## config.mk

```make
export PLATFORM = sky130hd
export DESIGN_NAME = route_read_ctrl
export DESIGN_NICKNAME = d
export VERILOG_FILES = /design/src/rtl/route_read_ctrl.sv
export SDC_FILE = /design/constraint.sdc
export NUM_CORES = 1
export LEC_CHECK = 0
export CAP_MARGIN = 20
export CORE_MARGIN = 2
export CORE_UTILIZATION = 51
export CTS_CLUSTER_DIAMETER = 120
export DETAILED_ROUTE_END_ITERATION = 7
export PLACE_DENSITY = 0.76
export SLEW_MARGIN = 30
export SYNTH_ARGS = -nofsm -noshare
export SYNTH_HDL_FRONTEND = slang
export SYNTH_SLANG_ARGS = --single-unit
export TNS_END_PERCENT = 10
```

## constraint.sdc

```tcl
create_clock -name clk -period 10.7 [get_ports clk]
set_input_delay 1.07 -clock clk [delete_from_list [all_inputs] [get_ports clk]]
set_output_delay 1.07 -clock clk [all_outputs]
set_load 0.05 [all_outputs]
```

## src/rtl/route_read_ctrl.sv

```systemverilog
// route_read_ctrl: drains the route FIFO in bursts onto a valid/ready stream, hiding the 1-cycle read latency.
// Define ROUTE_READ_PERF_EN to build the perf_stall counter; otherwise perf_stall is tied to 0.
module route_read_ctrl #(
    parameter int WIDTH      = 128,
    parameter int ADDR_BITS  = 10,
    parameter int FRAME_BITS = 16
) (
    input  logic                  clk,
    input  logic                  rst,
    input  logic                  start,
    input  logic [ADDR_BITS:0]    burst_len,
    input  logic [FRAME_BITS-1:0] burst_num,
    output logic [ADDR_BITS:0]    M_count,
    input  logic                  M_Ready,
    output logic                  rd_en,
    input  logic [WIDTH-1:0]      fifo_dout,
    input  logic                  fifo_empty,
    output logic [WIDTH-1:0]      m_data,
    output logic                  m_valid,
    input  logic                  m_ready,
    output logic                  m_last,
    output logic                  busy,
    output logic                  done,
    output logic [31:0]           perf_stall
);
    localparam int PW = ADDR_BITS + 1 + FRAME_BITS;
    localparam logic [1:0] IDLE = 2'd0, WAIT = 2'd1, BURST = 2'd2, DRAIN = 2'd3;

    logic [1:0]            state_q, state_d, hold_q, hold_d;
    logic [ADDR_BITS:0]    len_q, len_d, beats_q, beats_d;
    logic [FRAME_BITS-1:0] num_q, num_d, bursts_q, bursts_d;
    logic                  inflight_q, inflight_d, zdone_q, zdone_d;
    logic [WIDTH-1:0]      buf_q [4];
    logic [WIDTH-1:0]      buf_d [4];
    logic [1:0]            wptr_q, wptr_d, rptr_q, rptr_d;
    logic [2:0]            occ_q, occ_d;
    logic [PW-1:0]         emit_q, emit_d, total;
    logic                  go, accept;

    always_comb begin
        go         = state_q == IDLE && start && burst_len != '0 && burst_num != '0;
        zdone_d    = state_q == IDLE && start && !go;
        total      = PW'(len_q) * PW'(num_q);
        m_valid    = occ_q != 3'd0;
        accept     = m_valid && m_ready;
        m_last     = m_valid && emit_q == total - PW'(1);
        m_data     = m_valid ? buf_q[rptr_q] : '0;
        // occ+inflight bounds everything already committed to the 4-entry buffer
        rd_en      = state_q == BURST && beats_q != '0 && !fifo_empty && (occ_q + 3'(inflight_q)) < 3'd4;
        done       = zdone_q || (state_q == DRAIN && accept && m_last);
        busy       = state_q != IDLE;
        M_count    = len_q;
        inflight_d = rd_en;
        state_d    = state_q;
        len_d      = len_q;
        num_d      = num_q;
        beats_d    = rd_en ? beats_q - (ADDR_BITS+1)'(1) : beats_q;
        bursts_d   = bursts_q;
        hold_d     = hold_q != 2'd0 ? hold_q - 2'd1 : hold_q;
        emit_d     = go ? '0 : accept ? emit_q + PW'(1) : emit_q;
        if (go) begin
            state_d  = WAIT;
            len_d    = burst_len;
            num_d    = burst_num;
            beats_d  = burst_len;
            bursts_d = burst_num;
            hold_d   = 2'd0;
        end
        if (state_q == WAIT && M_Ready && hold_q == 2'd0) state_d = BURST;
        // M_Ready lags our reads by 2 cycles, so hold off before trusting it again
        if (state_q == BURST && beats_d == '0) begin
            state_d  = bursts_q > FRAME_BITS'(1) ? WAIT : DRAIN;
            bursts_d = bursts_q - FRAME_BITS'(1);
            beats_d  = len_q;
            hold_d   = 2'd2;
        end
        if (state_q == DRAIN && accept && m_last) state_d = IDLE;
        buf_d = buf_q;
        if (inflight_q) buf_d[wptr_q] = fifo_dout;
        wptr_d = wptr_q + 2'(inflight_q);
        rptr_d = rptr_q + 2'(accept);
        occ_d  = occ_q + 3'(inflight_q) - 3'(accept);
    end

    always_ff @(posedge clk) begin
        if (rst) begin
            state_q    <= IDLE;
            hold_q     <= '0;
            len_q      <= '0;
            beats_q    <= '0;
            num_q      <= '0;
            bursts_q   <= '0;
            inflight_q <= 1'b0;
            zdone_q    <= 1'b0;
            wptr_q     <= '0;
            rptr_q     <= '0;
            occ_q      <= '0;
            emit_q     <= '0;
        end else begin
            state_q    <= state_d;
            hold_q     <= hold_d;
            len_q      <= len_d;
            beats_q    <= beats_d;
            num_q      <= num_d;
            bursts_q   <= bursts_d;
            inflight_q <= inflight_d;
            zdone_q    <= zdone_d;
            wptr_q     <= wptr_d;
            rptr_q     <= rptr_d;
            occ_q      <= occ_d;
            emit_q     <= emit_d;
        end
    end

    always_ff @(posedge clk) buf_q <= buf_d;

`ifdef ROUTE_READ_PERF_EN
    logic [31:0] perf_q, perf_d;

    always_comb perf_d = go ? '0 : (state_q == BURST && beats_q != '0 && !rd_en && perf_q != '1) ? perf_q + 32'd1 : perf_q;

    always_ff @(posedge clk) perf_q <= rst ? '0 : perf_d;

    assign perf_stall = perf_q;
`else
    assign perf_stall = '0;
`endif
endmodule

```

==> flow_summary.json <==
{
  "outcome": "finished, final reports clean",
  "postCtsHoldBufs": 0,
  "ff2ff_setup_slack_ns": 3.45,
  "setup.worst_path.end": "done",
  "r2r_end": "state_q[0]$_SDFFE_PP0P_",
  "dr.first_iter.drc_count": 1299,
  "clock_path_buffers": 3,
  "power.share.clock_pct": 32.4,
  "cp.arrival_ns": 8.43,
  "power.switching_w": 0.00258,
  "design.die.area_mm2": 0.0617,
  "p_seq_share_pct": 35.3,
  "clock_skew_ns": 0.0503,
  "die_w_um": 248,
  "leakage_nw": 12.4,
  "area_growth_pct": 20.3,
  "crit_path_max_fanout": 19,
  "synthCells": 2176,
  "syn_area_mm2": 0.0304,
  "io_pins": 337,
  "grt_overflow": 0,
  "ys_async_sr_fraction_pct": 0,
  "clock_latency_ns": 0.62,
  "avgSynthCellArea_um2": 14.0,
  "synth-seq-cells": 606,
  "cts-root-buf": "clkbuf_16",
  "synthFlopType": "edfxtp_1",
  "synth-edff-count": 512,
  "wl_per_cell_um": 22.2,
  "drt_drc_violations_left": 0,
  "num_vias": 18657,
  "totalWireLength_um": 73000,
  "cts_resized": 0,
  "rows": 89,
  "cts_tree": "yes",
  "grt_max_degree": 129,
  "switching_share_pct": 34.1,
  "final.setup.tns_ns": 0,
  "drive_gt1_share_pct": 11.3,
  "fp.dieH_um": 248,
  "cts.sinks": 606,
  "max_freq_ghz": 0.105,
  "grt_pass1_vias": 19393,
  "rsz0062_at_grt": "false",
  "grt_pass1_wl_um": 112000,
  "r2r-start": "M_count[3]$_SDFFE_PP0P_",
  "comb_power_share_pct": 32.3,
  "hold_viol_final": 0,
  "critPathKind": "reg2out",
  "cp.required_ns": 9.63,
  "first_pass_iters": 7,
  "ys_warn_count": 0,
  "worstRegToRegCells": 18,
  "slew_headroom_pct": 34.8,
  "track_usage_pct": 24.0,
  "coreArea_mm2": 0.0590,
  "power_density_mw_per_mm2": 206,
  "cp-end-kind": "output port",
  "htree_levels": 3,
  "tightest_slew_ns": 0.978,
  "peakVddDrop_uv": 239,
  "period_needed_ns": 9.50,
  "maxCapViolations": 0,
  "finalWeightedCongestion": 0.889,
  "layout.nets": 2829,
  "post_cts_buffers": 0,
  "start_util_pct": 51.6,
  "dpl.hpwl_um": 49100,
  "hp-class": "reg2reg",
  "slew_violations": 0,
  "ant_nets": 0,
  "ys_types": 74,
  "synth-seq-area-share_pct": 56.7,
  "routed_via_density": 5.68,
  "numCtsBuffers": 66,
  "power.internal_w": 0.00497,
  "port_buffers": 304,
  "startpoint_type": "flip-flop",
  "finalSetupViolations": 0,
  "clk_pin_slew_worst_paths_ns": 0.06,
  "post-route-period-util_pct": 88.8,
  "finalPower_w": 0.00755,
  "antenna_found_initial": 13,
  "worstSetupStartpoint": "M_count[3]$_SDFFE_PP0P_"
}
-- Yosys cell counts (all sizes together) (9+ instances only) --
master,n,area share (%)
mux4,128,9.5
ha,82,3.4
nand2,239,2.9
a31oi,17,0.35
xor2,25,0.72
or3,17,0.37
buf,64,1.2
clkbuf,82,1.0
dfxtp,94,6.2
o21ai,38,0.62
fa,133,8.7
nand4,28,0.58
inv,136,1.7
and2,196,4.0
nor4,14,0.34
and3,15,0.31
xnor2,37,1.1
nand3,21,0.39
mux2i,13,0.43
nor3b,9,0.26
nor2,72,0.89
nor3,23,0.43
o21a,17,0.42
a21oi,75,1.2
edfxtp,512,51
-- sequential cells by signal (all words and copies together) (netlist names), 2 cells and up --
register and cells:
M_count 11, beats_q 11, buf_q 512, bursts_q 16, emit_q 27, hold_q 2
num_q 16, occ_q 3, rptr_q 2, state_q 2, wptr_q 2
-- metrics by stage --
stage | hold WS (ns) | cell area, um^2 | worst slack, ns | std cells | utilization [%]
after floorplan | 0.425 | 30600 | 0.202 | 2207 | -
after global placement | 0.438 | 34100 | 1.95 | 3154 | 57.7
after detailed placement | 0.451 | 34100 | 1.91 | 3157 | 57.9
after CTS | 0.460 | 36600 | 1.23 | 3278 | 62.0
after global routing | 0.472 | 36600 | 0.874 | 3281 | 62.0
final | 0.457 | 36600 | 1.20 | 3282 | 62.0
-- worst min-delay path by stage --
stage | startpoint | slack [ns] | to | cells past startpoint
global placement | hold_q[0]$_SDFFE_PP0P_ | 0.44 | hold_q[0]$_SDFFE_PP0P_ | 1
floorplan | hold_q[0]$_SDFFE_PP0P_ | 0.43 | hold_q[0]$_SDFFE_PP0P_ | 1
detailed placement | hold_q[0]$_SDFFE_PP0P_ | 0.45 | hold_q[0]$_SDFFE_PP0P_ | 1
CTS | hold_q[0]$_SDFFE_PP0P_ | 0.46 | hold_q[0]$_SDFFE_PP0P_ | 1
global route | hold_q[0]$_SDFFE_PP0P_ | 0.47 | hold_q[0]$_SDFFE_PP0P_ | 1
finish | hold_q[0]$_SDFFE_PP0P_ | 0.46 | hold_q[0]$_SDFFE_PP0P_ | 1
-- area by class of cell --
cell class | count | area, um^2
Antenna cell | 3 | 7.51
Sequential cell | 606 | 17300
Fill cell | 4300 | 22400
Clock buffer | 81 | 1800
Clock inverter | 40 | 634
Inverter | 136 | 510
Tap cell | 773 | 967
Timing Repair Buffer | 324 | 3290
Multi-Input combinational cell | 1319 | 12100
-- worst max-delay path, cell delays in order, from the launching register on --
cell and delay (ns):
dfxtp_1 0.77, nand2_1 0.17, fa_1 0.52, fa_1 0.52
inv_1 0.06, fa_1 0.53, inv_1 0.05, fa_1 0.46
fa_1 0.49, inv_1 0.05, ha_1 0.40, a21oi_1 0.41
o221ai_1 0.32, or4b_2 0.67, a2bb2oi_1 0.18, o2111ai_1 0.14
nor4_1 0.84, nand3_1 0.25, nand2b_1 0.14, clkdlybuf4s50_1 0.83
-- cells in the final DEF, fill, tap and decap left out, types with 75 or more instances in the layout --
cell / n
fa_1: 133
dfxtp_1: 92
a21oi_1: 75
inv_1: 136
mux4_2: 128
edfxtp_1: 512
ha_1: 82
and2_1: 196
clkdlybuf4s50_1: 303
nand2_1: 239
-- per-layer routing --
metal | GRT usage (%) | up-vias | part of all wire (%)
li1 | - | 8360 | -
met1 | 30.2 | 9514 | 39
met2 | 39.4 | 621 | 50
met3 | 7.95 | 142 | 8.4
met4 | 7.34 | 20 | 2.6
met5 | 0 | - | 0.20
-- power by group through the flow --
stage | clock, W | combinational (W) | sequential, W
final | 0.00245 | 0.00243 | 0.00267
after global routing | 0.00258 | 0.00261 | 0.00267
after global placement | 0 | 0.00241 | 0.00272
after detailed placement | 0 | 0.00241 | 0.00272
after floorplan | 0 | 0.00170 | 0.00267
after CTS | 0.00249 | 0.00244 | 0.00267
-- cells by family after synthesis --
logic type	synth area share (%)
simple gates	11.2
flops	56.7
buf+inv	3.91
fa+ha+maj	12.1
compound gates	4.15
mux	10.1
xor+xnor	1.81
other cells	0.0123
Note: power is estimated with default switching activity, not from simulation.
==> RTL change (config.mk and constraints unchanged) <==
Set the parameter `FRAME_BITS` to 32 (it was 16).
--- a/src/rtl/route_read_ctrl.sv
+++ b/src/rtl/route_read_ctrl.sv
@@ -3,7 +3,7 @@
 module route_read_ctrl #(
     parameter int WIDTH      = 128,
     parameter int ADDR_BITS  = 10,
-    parameter int FRAME_BITS = 16
+    parameter int FRAME_BITS = 32
 ) (
     input  logic                  clk,
     input  logic                  rst,
Ports: changed (resized burst_num); port bits go from 337 to 353. The function was not compared with the original's and may differ.
==> RTL change against the unedited design <==
- sequential cell count increased by 48
- synthesized area increased by 25%
- non-clock buffer count increased by 33
- routed wire length increased by 26%
- sequential power increased by 7.9%
- cell area increased by 20%
- total power increased by 13%
- hold slack got worse by 7.3 ps
- synthesized cell count increased by 41%
- worst setup slack got worse by 650 ps
- die area increased by 24%
- largest cell class is now multi-input gates
==> RTL change: results (changes against the unedited design) <==
Setup path
  • Critical Path AT: 9090 ps (+660 ps)
  • Slowest CP cell: dfxtp_1
  • Biggest cell delay along the critical path: 900 ps (+60 ps)
  • Cell family with the largest share of critical-path delay: adder cells
  • Register-to-register setup slack: 3050 ps (-400 ps)
  • Maximum fanout encountered on the critical timing path: 22 (+3)
  • Length in cells of the worst reg-to-reg path: 20 (+2)

Placed design
  • Area after DPL: 42000 µm² (+23%)
  • HPWL after DPL: 64000 µm (+30%)
  • Gpl congestion: 0.979 (+10%)
  • Post-placement cell count: 4208 (+33%)
  • Quantity of I/O buffers inserted on ports: 320 (+5.3%)

Finish
  • # clk buffers: 91 (+12%)
  • Count of plain and timing-repair buffers: 357 (+10%)
  • Number of filler instances in the final layout: 5746 (+34%)
  • Multi-input combinational cell count: 2026 (+54%)
  • Fraction of standard cell area that is sequential: 0.413 (-0.0582)
  • Proportion of layout cells with a drive suffix above 1: 0.0849 (-0.0281)
  • Buffering overhead: 0.0806 (-0.00932)
  • Inverters: 203 (+49%)
  • Clock network area share: 0.0476 (-0.0188)
  • Finished Layout Cells: 4334 (+32%)
  • Number of antenna cells inserted: 7 (+4)
  • Final-stage net count: 3878 (+37%)
  • Largest registers: buf_q: 512 flops, emit_q: 43 flops
  • Area used by multi-input combinational logic: 18200 µm² (+50%)

Synth
  • Number of library cell types mapped by synthesis: 82 (+11%)
  • Dominant register cell in the synthesized netlist: edfxtp_1
  • Synth top area cells: edfxtp_1, fa_1, mux4_2
  • Post-synth ARST share: 0 (unchanged)
  • Yosys warning total: 0 (unchanged)
  • Proportion of synthesized chip area in sequential cells: 0.480 (-0.0870)
  • Average size of a mapped cell: 12.4 µm² (-11%)
  • Top cells by instance count after synthesis: edfxtp_1, nand2_1, fa_1, and2_1, inv_1
  • Count of mapped cells out of synthesis: 3060 (+41%)

Clock tree
  • Number of clock sinks: 654 (+7.9%)
  • Cts bufs inserted: 68 (+3.0%)
  • Post-cts sizing count: 0 (unchanged)
  • Clk Latency, worst-skew pair: 610 ps
  • Maximum buffer depth of the clock tree: 3 (unchanged)
  • H-tree lvl count: 3 (unchanged)
  • Library cell used as clock root buffer: clkbuf_16

Global route
  • Vias in the first global route: 25600 (+32%)
  • Overall routing resource usage: 0.243 (+0.00336)
  • Wire length of the first global-routing pass: 145000 µm (+30%)
  • Pin count of the biggest net entering global routing: 94 (-27%)
  • Initial antenna violation count: 12 (-1)

Timing
  • Setup clock skew after layout: 32.2 ps (-18.1 ps)
  • Worst hold-check slack: 450 ps (-7.29 ps)
  • Transition time of the tightest slew-check pin: 1010 ps (+32.9 ps)

Drt
  • Violation count after the first detailed-route iteration: 1988 (+53%)
  • Vias: 24900 (+33%)
  • Wirelength, routed: 91800 µm (+26%)
  • Number of iterations in the first detailed-routing pass: 6 (-1)

Power and ir drop
  • Leakage power: 14.7 nW (+19%)
  • Peak ir drop on the vdd network: 0.201 mV (-16%)

Min path
  • Hold Path Cell Cnt: 1 (unchanged)
  • Kind of path behind the tightest hold check: flip-flop to flip-flop

Status
  • Result of the run: complete, no violations
==> RTL change: cell types whose count changed after synthesis, moves of 13 or more <==
cell,before,now
a21oi_1,75,128
dfxtp_1,94,142
and2_1,196,237
fa_1,133,277
clkbuf_1,81,144
inv_1,136,203
xnor2_1,36,64
xor2_1,25,56
nor2_1,72,126
nand4_1,28,41
ha_1,82,114
nand2_1,239,438
nand3_1,20,40
==> RTL change: kinds of logic after synthesis <==
kind of cell    after synthesis  share of synthesized area
fa+ha+maj                   391                      0.184
xor+xnor                    121                     0.0283
simple gates               1020                      0.130
buf+inv                     411                     0.0441
compound gates              322                     0.0544
mux                         140                     0.0791
other cells                   1                  0.0000988
flops                       654                      0.480
==> RTL change: path summary, 6_finish.rpt <==
path / startpoint / to
hold / removal: hold_q[0]$_SDFFE_PP0P_ / hold_q[0]$_SDFFE_PP0P_
setup / recovery: M_count[3]$_SDFFE_PP0P_ / m_last
hold reg to reg: hold_q[0]$_SDFFE_PP0P_ / hold_q[0]$_SDFFE_PP0P_
setup reg to reg: M_count[3]$_SDFFE_PP0P_ / state_q[1]$_SDFFE_PP0P_
==> RTL change: through the flow <==
step	setup WS, ps	util
after floorplan	202	-
after global placement	1270	0.566
after detailed placement	1160	0.567
after CTS	489	0.595
after global routing	38.8	0.595
final	541	0.596
==> RTL change: report_power, final <==
part	leakage [nW]	switching, mW	total (mW)	internal (mW)
Sequential	5.76	0.0994	2.88	2.78
Clock	1.01	0.951	2.21	1.26
Combinational	7.97	2.19	3.42	1.23
Total	14.7	3.24	8.51	5.27
==> RTL change: routing by layer <==
metal  global-route usage  up-vias  routed length [µm]
met2                0.405      976               45400
met1                0.301    12500               34700
met4                0.110       14                4310
met5                    0        -                  91
met3               0.0578      257                7270
li1                     -    11200                   -
